==> config.mk <==
export PLATFORM = sky130hd
export DESIGN_NAME = dp_row_scheduler
export DESIGN_NICKNAME = d
export VERILOG_FILES = /design/src/rtl/dp_sched_pkg.sv /design/src/rtl/dp_result_fifo.sv /design/src/rtl/dp_row_scheduler.sv
export SDC_FILE = /design/constraint.sdc
export NUM_CORES = 1
export LEC_CHECK = 0
export CORE_UTILIZATION = 30
export DETAILED_ROUTE_END_ITERATION = 10
export PLACE_DENSITY_LB_ADDON = 0.12
export REMOVE_ABC_BUFFERS = 1
export SYNTH_ARGS = -nofsm -noshare
export SYNTH_HDL_FRONTEND = slang
export SYNTH_SLANG_ARGS = --single-unit
==> constraint.sdc <==
create_clock -name clk -period 3 [get_ports clk]
set_input_delay 0.6 -clock clk [delete_from_list [all_inputs] [get_ports clk]]
set_output_delay 0.6 -clock clk [all_outputs]
set_load 0.01 [all_outputs]
==> src/rtl/dp_sched_pkg.sv <==
// rtl/dp_sched_pkg.sv - shared constants and FSM state type for the dot-product row scheduler
package dp_sched_pkg;

    localparam int PKG_GAP    = 2;
    localparam int FIFO_DEPTH = 4;
    localparam int FIFO_CNT_W = $clog2(FIFO_DEPTH) + 1;

    typedef enum logic [2:0] {
        IDLE,
        ROW_START,
        ISSUE,
        WAIT_PREP,
        DRAIN
    } state_t;

endpackage

==> src/rtl/dp_result_fifo.sv <==
// rtl/dp_result_fifo.sv - FIFO_DEPTH-entry result buffer holding {row index, row result}
module dp_result_fifo
    import dp_sched_pkg::*;
#(
    parameter int DATA_W = 40
)(
    input  logic                  clk,
    input  logic                  reset,
    input  logic                  push,
    input  logic [DATA_W-1:0]     push_data,
    input  logic                  pop,
    output logic [DATA_W-1:0]     pop_data,
    output logic                  empty,
    output logic [FIFO_CNT_W-1:0] count
);
    localparam int PTR_W = $clog2(FIFO_DEPTH);
    localparam logic [FIFO_CNT_W-1:0] FULL_CNT = FIFO_CNT_W'(FIFO_DEPTH);

    logic [DATA_W-1:0] mem [FIFO_DEPTH];
    logic [PTR_W-1:0]  wr_ptr;
    logic [PTR_W-1:0]  rd_ptr;
    logic              do_push;
    logic              do_pop;

    assign empty    = (count == '0);
    assign do_pop   = pop && !empty;
    // A push into a full buffer is still taken when the same cycle pops.
    assign do_push  = push && ((count != FULL_CNT) || do_pop);
    assign pop_data = mem[rd_ptr];

    always_ff @(posedge clk) begin
        if (do_push) begin
            mem[wr_ptr] <= push_data;
        end
    end

    always_ff @(posedge clk) begin
        if (reset) begin
            wr_ptr <= '0;
            rd_ptr <= '0;
            count  <= '0;
        end else begin
            if (do_push) begin
                wr_ptr <= wr_ptr + 1'b1;
            end
            if (do_pop) begin
                rd_ptr <= rd_ptr + 1'b1;
            end
            if (do_push && !do_pop) begin
                count <= count + 1'b1;
            end else if (!do_push && do_pop) begin
                count <= count - 1'b1;
            end
        end
    end

endmodule

==> src/rtl/dp_row_scheduler.sv <==
// rtl/dp_row_scheduler.sv - row/package scheduler for a dot-product unit; DP_SCHED_PERF_EN adds perf_stall
module dp_row_scheduler
    import dp_sched_pkg::*;
#(
    parameter int ELEM_W  = 32,
    parameter int MULT_W  = 3,
    parameter int ADDR_W  = 10,
    parameter int ROW_W   = 8,
    parameter int PKG_GAP = dp_sched_pkg::PKG_GAP
)(
    input  logic              clk,
    input  logic              reset,
`ifdef DP_SCHED_PERF_EN
    output logic [15:0]       perf_stall,
`endif
    input  logic              cmd_valid,
    output logic              cmd_ready,
    input  logic [ROW_W-1:0]  cmd_rows,
    input  logic [MULT_W-1:0] cmd_pkgs,
    input  logic [ADDR_W-1:0] cmd_base,
    output logic              mem_rd_en,
    output logic [ADDR_W-1:0] mem_rd_addr,
    output logic              dp_row_start,
    output logic [MULT_W-1:0] dp_no_of_multiples,
    output logic              dp_read_now,
    input  logic              dp_prepare,
    input  logic              dp_finish,
    input  logic [ELEM_W-1:0] dp_result,
    output logic              res_valid,
    input  logic              res_ready,
    output logic [ELEM_W-1:0] res_data,
    output logic [ROW_W-1:0]  res_row,
    output logic              busy,
    output logic              done
);
    localparam int GAP_W = (PKG_GAP > 1) ? $clog2(PKG_GAP) : 1;

    state_t                  state, next;
    logic [ROW_W-1:0]        rows_r, row_idx, fin_row;
    logic [MULT_W-1:0]       pkgs_r, pkg_k;
    logic [ADDR_W-1:0]       addr_r;
    logic [GAP_W-1:0]        gap_cnt;
    logic [2:0]              outstanding;
    logic                    finish_d;
    logic                    fin_rise;
    logic                    accept;
    logic                    last_pkg, last_row;
    logic                    buf_full;
    logic [3:0]              cnt_sum;
    logic                    fifo_empty;
    logic [FIFO_CNT_W-1:0]   fifo_count;
    logic [ROW_W+ELEM_W-1:0] fifo_dout;

    assign accept   = cmd_ready && cmd_valid;
    assign last_pkg = (pkg_k == pkgs_r - 1'b1);
    assign last_row = (row_idx == rows_r - 1'b1);
    // Rows in flight plus results waiting must never exceed the buffer depth.
    assign cnt_sum  = {1'b0, outstanding} + 4'(fifo_count);
    assign buf_full = (cnt_sum >= 4'(FIFO_DEPTH));
    assign fin_rise = dp_finish && !finish_d && (outstanding != 3'd0);

    always_comb begin
        next         = state;
        cmd_ready    = 1'b0;
        dp_row_start = 1'b0;
        mem_rd_en    = 1'b0;
        done         = 1'b0;
        case (state)
            IDLE: begin
                cmd_ready = 1'b1;
                if (cmd_valid) begin
                    next = (cmd_rows == '0 || cmd_pkgs == '0) ? DRAIN : ROW_START;
                end
            end
            ROW_START: begin
                if (!buf_full) begin
                    dp_row_start = 1'b1;
                    next         = ISSUE;
                end
            end
            ISSUE: begin
                if (gap_cnt == '0) begin
                    mem_rd_en = 1'b1;
                    if (last_pkg) begin
                        next = last_row ? DRAIN : WAIT_PREP;
                    end
                end
            end
            WAIT_PREP: begin
                if (dp_prepare) begin
                    next = ROW_START;
                end
            end
            DRAIN: begin
                if (fifo_empty && outstanding == 3'd0) begin
                    done = 1'b1;
                    next = IDLE;
                end
            end
            default: next = IDLE;
        endcase
    end

    always_ff @(posedge clk) begin
        if (reset) begin
            state       <= IDLE;
            rows_r      <= '0;
            pkgs_r      <= '0;
            addr_r      <= '0;
            row_idx     <= '0;
            fin_row     <= '0;
            pkg_k       <= '0;
            gap_cnt     <= '0;
            outstanding <= '0;
            finish_d    <= 1'b0;
            dp_read_now <= 1'b0;
        end else begin
            state       <= next;
            finish_d    <= dp_finish;
            dp_read_now <= mem_rd_en;
            if (accept) begin
                rows_r  <= cmd_rows;
                pkgs_r  <= cmd_pkgs;
                addr_r  <= cmd_base;
                row_idx <= '0;
                fin_row <= '0;
            end
            if (dp_row_start) begin
                pkg_k   <= '0;
                gap_cnt <= '0;
            end else if (mem_rd_en) begin
                addr_r  <= addr_r + 1'b1;
                pkg_k   <= pkg_k + 1'b1;
                gap_cnt <= GAP_W'(PKG_GAP - 1);
                if (last_pkg) begin
                    row_idx <= row_idx + 1'b1;
                end
            end else if (state == ISSUE && gap_cnt != '0) begin
                gap_cnt <= gap_cnt - 1'b1;
            end
            if (dp_row_start && !fin_rise) begin
                outstanding <= outstanding + 1'b1;
            end else if (!dp_row_start && fin_rise) begin
                outstanding <= outstanding - 1'b1;
            end
            if (fin_rise) begin
                fin_row <= fin_row + 1'b1;
            end
        end
    end

    dp_result_fifo #(
        .DATA_W(ROW_W + ELEM_W)
    ) u_fifo (
        .clk      (clk),
        .reset    (reset),
        .push     (fin_rise),
        .push_data({fin_row, dp_result}),
        .pop      (res_valid && res_ready),
        .pop_data (fifo_dout),
        .empty    (fifo_empty),
        .count    (fifo_count)
    );

    assign res_valid          = !fifo_empty;
    assign res_data           = fifo_empty ? '0 : fifo_dout[ELEM_W-1:0];
    assign res_row            = fifo_empty ? '0 : fifo_dout[ROW_W+ELEM_W-1:ELEM_W];
    assign mem_rd_addr        = addr_r;
    assign dp_no_of_multiples = pkgs_r;
    assign busy               = (state != IDLE);

`ifdef DP_SCHED_PERF_EN
    always_ff @(posedge clk) begin
        if (reset || accept) begin
            perf_stall <= '0;
        end else if (((state == WAIT_PREP && !dp_prepare) || (state == ROW_START && buf_full))
                     && perf_stall != 16'hFFFF) begin
            perf_stall <= perf_stall + 1'b1;
        end
    end
`endif

endmodule

Word level (Yosys, flattened, before mapping)
Memory sizes are Yosys's and may differ from the RTL's. A register that Yosys moved wholly into a read port is not among the register bits.
Index checks and enable logic that the tools add are counted.

word-level totals
  output and inout port bits = 60
  memory bits (writable) = 160
  memories kept = 1
  input port bits = 59
  bits in registers = 56
  word-level logic and storage cells = 113

memories
  name        words  bits a word  read ports  clocked after memory_dff  wr ports  RTL line              RTL
  u_fifo.mem  4      40           1           1                         1         dp_result_fifo.sv:19  logic [DATA_W-1:0] mem [FIFO_DEPTH];

cells by class
  multiplexer cells = 37
  reduce and logical (&&, ||, !) cells = 33
  order comparisons = 1
  eq/ne operators = 13
  add/subtract/negate cells = 14

operator list
  operator                                                                             number
  8-bit two-way mux                                                                    7
  3-bit two-way mux                                                                    12
  32-bit two-way mux                                                                   1
  10-bit two-way mux                                                                   3
  8-bit by 1-bit adder with 8-bit output, second input constant                        2
  3-bit one-hot mux with 5 select lines                                                1
  1-bit logical AND                                                                    12
  3-bit zero test                                                                      4
  2-bit inequality test, second input constant                                         6
  1-bit two-way mux                                                                    11
  10-bit by 1-bit adder with 10-bit output, second input constant                      1
  3-bit by 1-bit adder with 3-bit output, second input constant                        3
  3-bit by 1-bit subtractor with 3-bit output, second input constant                   3
  8-bit equality test                                                                  1
  8-bit zero test                                                                      1
  2-bit nonzero test                                                                   4
  8-bit by 1-bit subtractor with 8-bit output, second input constant                   1
  3-bit by 2-bit equality test with 1-bit output, second input constant                2
  1-bit zero test                                                                      6
  6-bit AND reduction                                                                  1
  3-bit nonzero test                                                                   2
  2-bit by 1-bit adder with 2-bit output, second input constant                        2
  3-bit by 3-bit adder with 4-bit output                                               1
  4-bit by 3-bit greater-or-equal comparator with 1-bit output, second input constant  1
  8 further kinds                                                                      10

Logic depth before layout (Yosys ltp)
Gate-level depths: netlist of run 1.

  depth in word-level cells = 10
  gate-level depth with buffers = 11
  mapped depth without buffers = 11

By module
Synthesis of run 1 repeated with hierarchy kept, for this count alone.

second synthesis, totals
  cell total of the unflattened synthesis = 630
  area total of the unflattened synthesis = 9140.0 um2

modules (own cells, without submodules)
  module            instances  seq. area each (um2)  area each (um2)  cells an instance
  dp_result_fifo    1          4984.8                6234.7           256
  dp_row_scheduler  1          980.9                 2905.3           374

Worst setup path after synthesis of run 1
No wires, ideal clock.

  path kind = in2reg
  from = in dp_finish
  to = mem u_fifo.mem[1][0], enable pin
  arrival = 2393 ps
  path buffers = 1
  library setup time = 401 ps
  stages = 5
  required time = 2599 ps
  path slack = 205 ps
  path through = nor3b_2 > inv_2 > buf_4 > nor2_2 > and2_1

on the way
  longest elaborated chain between the ends = 5

ends and longest elaborated chain
  element                                  RTL line                RTL
  start: declaration                       dp_row_scheduler.sv:27  input logic dp_finish,
  1-bit logical AND (2 in a row)           dp_row_scheduler.sv:60  assign fin_rise = dp_finish && !finish_d && (outstanding != 3'd0);
  1-bit logical AND                        dp_result_fifo.sv:28    assign do_push = push && ((count != FULL_CNT) || do_pop);
  via u_fifo.do_push                       dp_result_fifo.sv:22    logic do_push;
  1-bit two-way mux                        dp_result_fifo.sv:32    if (do_push) begin
  1-bit two-way mux (not written as such)  dp_result_fifo.sv:33    mem[wr_ptr] <= push_data;
  end: declaration                         dp_result_fifo.sv:19

The timed path passes the listed nets, and every way through them passes these cells.

Final worst setup path of run 1
  from = reg state[2]
  to = out mem_rd_en

on the way
  longest elaborated chain between the ends = 2

ends and longest elaborated chain
  element                                         RTL line                 RTL
  start: declaration                              dp_row_scheduler.sv:38   state_t state, next;
  start signal: assignment                        dp_row_scheduler.sv:118  state <= next;
  3-bit by 2-bit equality test with 1-bit output  dp_row_scheduler.sv:68   case (state)
  1-bit two-way mux                               dp_row_scheduler.sv:68
  end: declaration                                dp_row_scheduler.sv:21   output logic mem_rd_en,

Every way passes these cells.

==> metrics.txt, run 1 <==
Worst path depth 3; Reg power frac between 30% and 40%; Vias ~5600; critical path peak fanout 22; vias per inst 4.77; die area 31300 sq um; cell-by-cell trace of the critical path or4b_4 > clkinv_2 > clkdlybuf4s50_1; P per Cell Area 867 nW/um^2; Horiz. Die Dim 177 um; Slew headroom 48.8%; family with the most delay on the worst path simple AND/OR/NAND/NOR gates; crit path kind reg -> out; worst vdd ir 0.000420 V; share of cells above drive strength 1 16.6%; drt total wl 20000 um; initial antenna violation count 0; hold bufs inserted after CTS 0; CP startpoint state[2]$_SDFFE_PP0P_; reg-to-reg slack, setup 120 ps; TritonCTS clock tree yes; RSZ-0062 raised after global routing true; CP arrival 2320 ps; post-synthesis adder-cell area fraction under 10%; clk_lat worst skew roughly 530 ps; Initial Util 30.7%; DRT antenna net count 0; Total Power Consumption 10300 uW; Int Power roughly 7200 uW; Gate Count Post-Synth 631; HPWL after detailed placement 13000 um; synth unique cells 64; Area Overhead vs Synth 29.3%; pre-CTS setup slack roughly 110 ps; syn avg cell area between 10 and 15 sq um; FFs w/ async S/R, synth 0%; CP peak stage delay roughly 710 ps; status completed; switch share 30.2%; die height 177 um; total CTS buffers 26; # setup viols final 0; row count 63; highest clock rate 343 MHz; Final GP Congestion 0.802; first-pass GRT wire length 32300 um; number of diodes 0; total gr overflow 0; Final Hold Fails 0; TNS Setup 0 ps; Ports around 120; clock-pin slew on the worst setup and hold paths 60 ps; hold slack 472 ps; post-synthesis mux area share 10.4%; critical path required time roughly 2400 ps; Post-Synth Simple-Gate Area 12.1%; design area 11900 sq um; P_sw 3110 uW; Slew @ Worst Pin 766 ps; wire length per cell between 15 and 20 um; Mapped Area about 9000 sq um; sequential area share after synthesis ~65%; Max-Cap Viols 0; hold wc startpoint mem_rd_addr[9]$_SDFF_PP0_; CTS sink cnt approximately 220; nets@finish approximately 850; Synth Warn # 0; worst setup margin between 80 and 90 ps; Hold Crit Class reg -> reg; Clock Skew 15.0 ps; H-tree depth 1; Synth Register Bits 218; largest net degree at the start of global routing 44; CP Capture Point mem_rd_en; vias in the first global route about 6000; Port Buffers 118; Buf/Inv on CP 2; RR Endpoint outstanding[2]$_SDFFE_PP0P_; reg2reg path depth 11; P_leak 0.00412 uW; combinational family with the most area after synthesis simple AND/OR/NAND/NOR gates; overall routing resource usage 13.2%; CTS root buffer clkbuf_16; clock power share 28.1%; DR pass1 iterations 4; DRC 0; EDFF count, synth 160; CP Launch Type flip-flop; crit path time final 2920 ps; area of the core 29900 sq um; Most used DFF post-synth edfxtp_1; Worst Setup End Kind output port; Slowest cell on crit path or4b_4; placed inst area between 10000 and 15000 sq um; Final Slew Violations 0; Max clock buf depth 3; initial drt markers 301; Final Cycle Share between 90% and 100%; worst r2r src outstanding[2]$_SDFFE_PP0P_; Synth Area in Compound Gates 4.86%; combinational share of power 35.2%; XOR/XNOR share of the synthesized area 2.94%
==> registers in the layout (all words and copies together) (netlist names), named ones only <==
signal / cells
u_fifo.mem: 160
u_fifo.rd_ptr: 2
row_idx: 8
u_fifo.wr_ptr: 2
gap_cnt: 1
fin_row: 8
outstanding: 3
dp_no_of_multiples: 3
state: 3
u_fifo.count: 3
pkg_k: 3
dp_read_now: 1
mem_rd_addr: 10
finish_d: 1
rows_r: 8
==> synth_stat cells, types with 2 or more instances <==
cell type,count,area [sq um]
dfxtp_1,58,1160
inv_1,11,41.3
buf_4,2,15.0
nor3b_2,2,25.0
nand3b_1,3,22.5
nor4_2,2,25.0
and2_1,47,294
a21oi_1,25,125
or3_1,6,37.5
or4_1,2,15.0
xnor2_1,11,96.3
nor4_1,3,18.8
mux2i_1,4,40.0
a22oi_1,2,15.0
mux4_2,40,901
nand4_1,8,50.1
nor2_1,46,173
o211ai_1,2,15.0
fa_1,2,40.0
buf_2,8,40.0
nor3_1,8,40.0
o21bai_1,2,15.0
nand2_1,43,161
xor2_1,17,149
ha_1,14,175
nor2b_1,2,12.5
a211oi_1,4,30.0
edfxtp_1,160,4800
nand2b_1,5,31.3
and3_1,4,25.0
inv_2,2,7.51
nand4b_1,2,17.5
o21ai_0,12,60.1
a221oi_1,5,43.8
a31oi_1,7,43.8
nand3_1,11,55.1
clkbuf_1,22,82.6
==> worst reg2reg max path, delay by kind of cell (launching register included) <==
kind / cells / cell delay (ps)
AND/OR/NAND/NOR: 3 / 940
adder cells (fa/ha/maj): 3 / 830
AO/OA/AOI/OAI: 2 / 370
flip-flops: 1 / 340
buffers and inverters: 2 / 150
XOR/XNOR: 1 / 150
==> through the flow <==
step           utilization (%)  cells
2_1_floorplan                -    597
4_1_cts                   39.5   1179
3_5_place_dp              36.7   1129
5_1_grt                   39.7   1180
3_3_place_gp              36.7   1129
6_report                  39.7   1180
==> how the worst min path moves through the flow <==
stage / end / cells after the start
global placement: rows_r[7]$_SDFFE_PP0P_ / 2
CTS: rows_r[7]$_SDFFE_PP0P_ / 2
global route: mem_rd_addr[9]$_SDFF_PP0_ / 2
finish: mem_rd_addr[9]$_SDFF_PP0_ / 2
detailed placement: mem_rd_addr[9]$_SDFF_PP0_ / 2
floorplan: rows_r[7]$_SDFFE_PP0P_ / 2
==> area by class of cell <==
cell class	instances	area, sq um
multi-input cells	365	3020
clock buffers	35	736
clock inverters	13	72.6
flip-flops and latches	218	5970
well taps	390	488
fillers	2804	18000
repair buffers	145	1520
inverters	14	53.8
==> what timing repair did <==
| action | 4_1_cts | 5_1_grt |
|---|---|---|
| buffers inserted | 2 | 1 |
| pin swaps | 0 | 0 |
| cloned | 0 | 0 |
| setup endpoints to repair | 42 | 36 |
| resized for setup | 8 | 21 |
==> routing by layer <==
layer  GRT usage, %  vias to the layer above  wire length [um]
met5              0                        -                 0
met4           3.38                        0               391
met3           2.51                       29               992
met2           22.9                      141              9700
met1           16.7                     2805              8950
li1               -                     2658                 -
==> kinds of logic (layout without fill, tap and decap cells) <==
kind of cell | Yosys count | in the layout
flops | 218 | 218
simple gates | 205 | 205
compound gates | 70 | 70
buf+inv | 48 | 207
mux | 45 | 45
xor+xnor | 29 | 29
fa+ha+maj | 16 | 16
==> placed cells by master (no fill, tap or decap), types with 3 or more instances in the layout <==
cell type        instances
clkbuf_1                 5
a31oi_1                  6
buf_12                   8
nor2_1                  45
clkbuf_16               27
clkinv_2                 3
xor2_1                  17
buf_4                   17
nand2_1                 43
or3_1                    5
clkbuf_8                 3
a211oi_1                 4
nand3b_1                 3
dfxtp_2                  3
nand2b_1                 5
clkdlybuf4s50_1        104
dfxtp_1                 54
inv_2                    3
edfxtp_1               160
mux2i_1                  4
clkinv_1                 8
and3_1                   4
and2_2                   4
nor3_1                   8
a21oi_1                 25
nand4_1                  8
inv_1                   10
dlymetal6s2s_1          12
xnor2_1                 11
ha_1                    14
o21ai_0                 12
nor4_1                   3
and2_1                  43
a221oi_1                 5
mux4_2                  40
nand3_1                 11
==> power by group through the flow <==
stage	Clock, uW	Combinational (uW)	Sequential (uW)
2_1_floorplan	0	1780	3880
3_3_place_gp	0	3540	3830
3_5_place_dp	0	3590	3850
4_1_cts	3000	3680	3770
5_1_grt	3110	3970	3810
6_report	2890	3610	3770
Note: power is estimated with default switching activity, not from simulation.
==> run 2, diff against run 1 <==
Settings changed: CTS_CLUSTER_SIZE from default to 8.
==> run 2 against run 1 <==
Compared with the run above: register-to-register slack about the same; cell count rose by 1.3%; largest cell class unchanged; sequential share of layout area fell by 0.66 points; global-route usage barely moved; clock power rose by 12%; critical endpoint is now res_row[7]; sequential cell count unchanged; routed wire length rose by 1.1%; clock-buffer cell count up 19; die area unchanged; clock skew is 4.5 ps lower; non-clock buffer count rose by 6.
==> metrics.txt, run 2 (synthesis results as in run 1) <==
status completed; worst r2r src outstanding[2]$_SDFFE_PP0P_; vias per inst 4.76 (-0.33%); TritonCTS clock tree yes; initial antenna violation count 0 (unchanged); Slew @ Worst Pin 792 ps (+26.3 ps); clk_lat worst skew 550 ps (+20 ps); Total Power Consumption 10700 uW (+3.8%); overall routing resource usage 13.2% (+0.039 points); Final Hold Fails 0 (unchanged); Initial Util 30.7% (unchanged); most common cell after layout, fill and taps aside edfxtp_1; Slowest cell on crit path mux4_2; Ports 119 (unchanged); Reg power frac 35.5% (-1.2 points); Vias 5686 (+0.94%); CP Launch Type flip-flop; combinational share of power 34.2% (-1.0 points); Final Slew Violations 0 (unchanged); die area 31300 sq um (unchanged); nets@finish 857 (+1.4%); Max clock buf depth 3 (unchanged); clock power share 30.3% (+2.2 points); Min-Delay Path Depth 2 (unchanged); CP peak stage delay 500 ps (-210 ps); Reg with most FFs u_fifo.mem; vias in the first global route 6058 (+0.68%); highest clock rate 342 MHz (-0.28%); P per Cell Area 888 nW/um^2 (+2.5%); die height 177 um (unchanged); switch share 29.8% (-0.41 points); fin util 40.2% (+0.53 points); RSZ-0062 raised after global routing true; Final Cycle Share 97.6% (+0.27 points); number of diodes 0 (unchanged); CP arrival 2330 ps (about the same); area of the core 29900 sq um (unchanged); hold wc startpoint mem_rd_addr[9]$_SDFF_PP0_; CTS root buffer clkbuf_16; Hold Crit Endpoint mem_rd_addr[9]$_SDFF_PP0_; cell-by-cell trace of the critical path buf_4 > mux4_2 > and2_1 > clkdlybuf4s50_1; Int Power 7490 uW (+4.4%); DRT antenna net count 0 (unchanged); crit path time final 2930 ps (+8.15 ps); commonest cells after routing, fill and taps aside 160 x edfxtp_1, 99 x clkdlybuf4s50_1, 53 x dfxtp_1, 45 x nor2_1; Max-Cap Viols 0 (unchanged); Worst Setup End Kind output port; first-pass GRT wire length 32500 um (+0.49%); HPWL after detailed placement 13000 um (unchanged); clock-pin slew on the worst setup and hold paths 50 ps (about the same); largest net degree at the start of global routing 44 (unchanged); RR Endpoint outstanding[2]$_SDFFE_PP0P_; Clock Skew 10.4 ps (-4.53 ps); Buf/Inv on CP 2 (unchanged); DRC 0 (unchanged); family with the most delay on the worst path buffers and inverters; Area Overhead vs Synth 31.1%; total CTS buffers 31 (+19%); crit path kind reg -> out; reg-to-reg slack, setup 120 ps (about the same); # setup viols final 0 (unchanged); DR pass1 iterations 4 (unchanged); Largest register FFs 160 (unchanged); share of cells above drive strength 1 17.1% (+0.56 points); Horiz. Die Dim 177 um (unchanged); wire length per cell 16.9 um (-0.20%); total gr overflow 0 (unchanged); P_leak 0.00418 uW (+1.5%); P_sw 3180 uW (+2.4%); critical path required time 2400 ps (about the same); worst vdd ir 0.000472 V (+12%); drt total wl 20200 um (+1.1%); Final GP Congestion 0.802 (unchanged); row count 63 (unchanged); initial drt markers 273 (-9.3%); CTS sink cnt 218 (unchanged); Port Buffers 118 (unchanged); reg2reg path depth 11 (unchanged); H-tree depth 1 (unchanged); Hold Crit Class reg -> reg; critical path peak fanout 6 (-73%); TNS Setup 0 ps (unchanged); Slew headroom 47.0% (-1.8 points); Filler Cell Count 2804 (unchanged)
==> run 2: cell types whose count changed in the layout (fill, tap and decap cells not counted), moves of 2 or more <==
cell             delta
clkinv_2            -2
clkbuf_1           +18
clkinv_1            -8
buf_4               +6
clkbuf_16           +4
dlymetal6s2s_1      -3
clkbuf_8            -3
clkdlybuf4s50_1     -5
buf_8               +2
buf_6               -2
dlygate4sd2_1       +8
==> run 2: power groups by stage <==
| stage | registers, uW | clock network, uW | logic (uW) |
|---|---|---|---|
| 2_1_floorplan | 3880 | 0 | 1780 |
| 3_3_place_gp | 3830 | 0 | 3540 |
| 3_5_place_dp | 3850 | 0 | 3590 |
| 4_1_cts | 3770 | 3340 | 3640 |
| 5_1_grt | 3830 | 3450 | 4000 |
| 6_report | 3790 | 3240 | 3640 |
==> run 2: worst max path at each step <==
stage	startpoint	end	depth (start not counted)
finish	flip-flop	res_row[7]	4
global route	outstanding[2]$_SDFFE_PP0P_	outstanding[2]$_SDFFE_PP0P_	11
CTS	outstanding[2]$_SDFFE_PP0P_	dp_row_start	6
detailed placement	dp_finish	u_fifo.count[2]$_SDFFE_PP0P_	10
global placement	dp_finish	u_fifo.count[2]$_SDFFE_PP0P_	10
floorplan	flip-flop	res_data[0]	2
==> run 2: layer usage <==
metal | wire length, um | GRT usage [%] | vias to the layer above
met4 | 405 | 3.27 | 0
li1 | - | - | 2691
met5 | 0 | 0 | -
met2 | 9830 | 22.7 | 135
met3 | 972 | 2.60 | 33
met1 | 9040 | 17.0 | 2827
==> run 2: what timing repair did <==
action / CTS / global route
gates resized for setup: 18 / 21
hold buffers: 0 / 0
buffers inserted: 2 / 7
setup endpoints to repair: 42 / 29
pin swaps: 0 / 1
gates cloned: 0 / 1
==> run 2: per-stage QoR <==
step	cells	hold slack (ps)	worst slack [ps]	cell area (sq um)
2_1_floorplan	597	442	-196	9010
3_3_place_gp	1129	466	185	11000
3_5_place_dp	1129	467	107	11000
4_1_cts	1187	478	4.14	11900
5_1_grt	1195	497	-29.6	12000
6_report	1195	474	72.5	12000
==> run 2: tightest hold or removal path: cells and delay by family (launching register included) <==
family	cells	cell delay, ps
and+or+nand+nor	1	50
DFF	1	320
AOI/OAI and AO/OA	1	50
==> run 2: final cells by class <==
cell class	instances	area [sq um]	area share, %
clock buffers	54	862	7.18
clock inverters	2	50.0	0.417
repair buffers	151	1550	12.9
flip-flops and latches	218	5970	49.7
inverters	14	53.8	0.448
well taps	390	488	4.06
multi-input cells	366	3030	25.3
==> run 3, diff against run 2 <==
Settings changed: SLEW_MARGIN from default to 20.
==> results of run 3 <==
Final layout, timing and power as in run 2 (identical DEF).
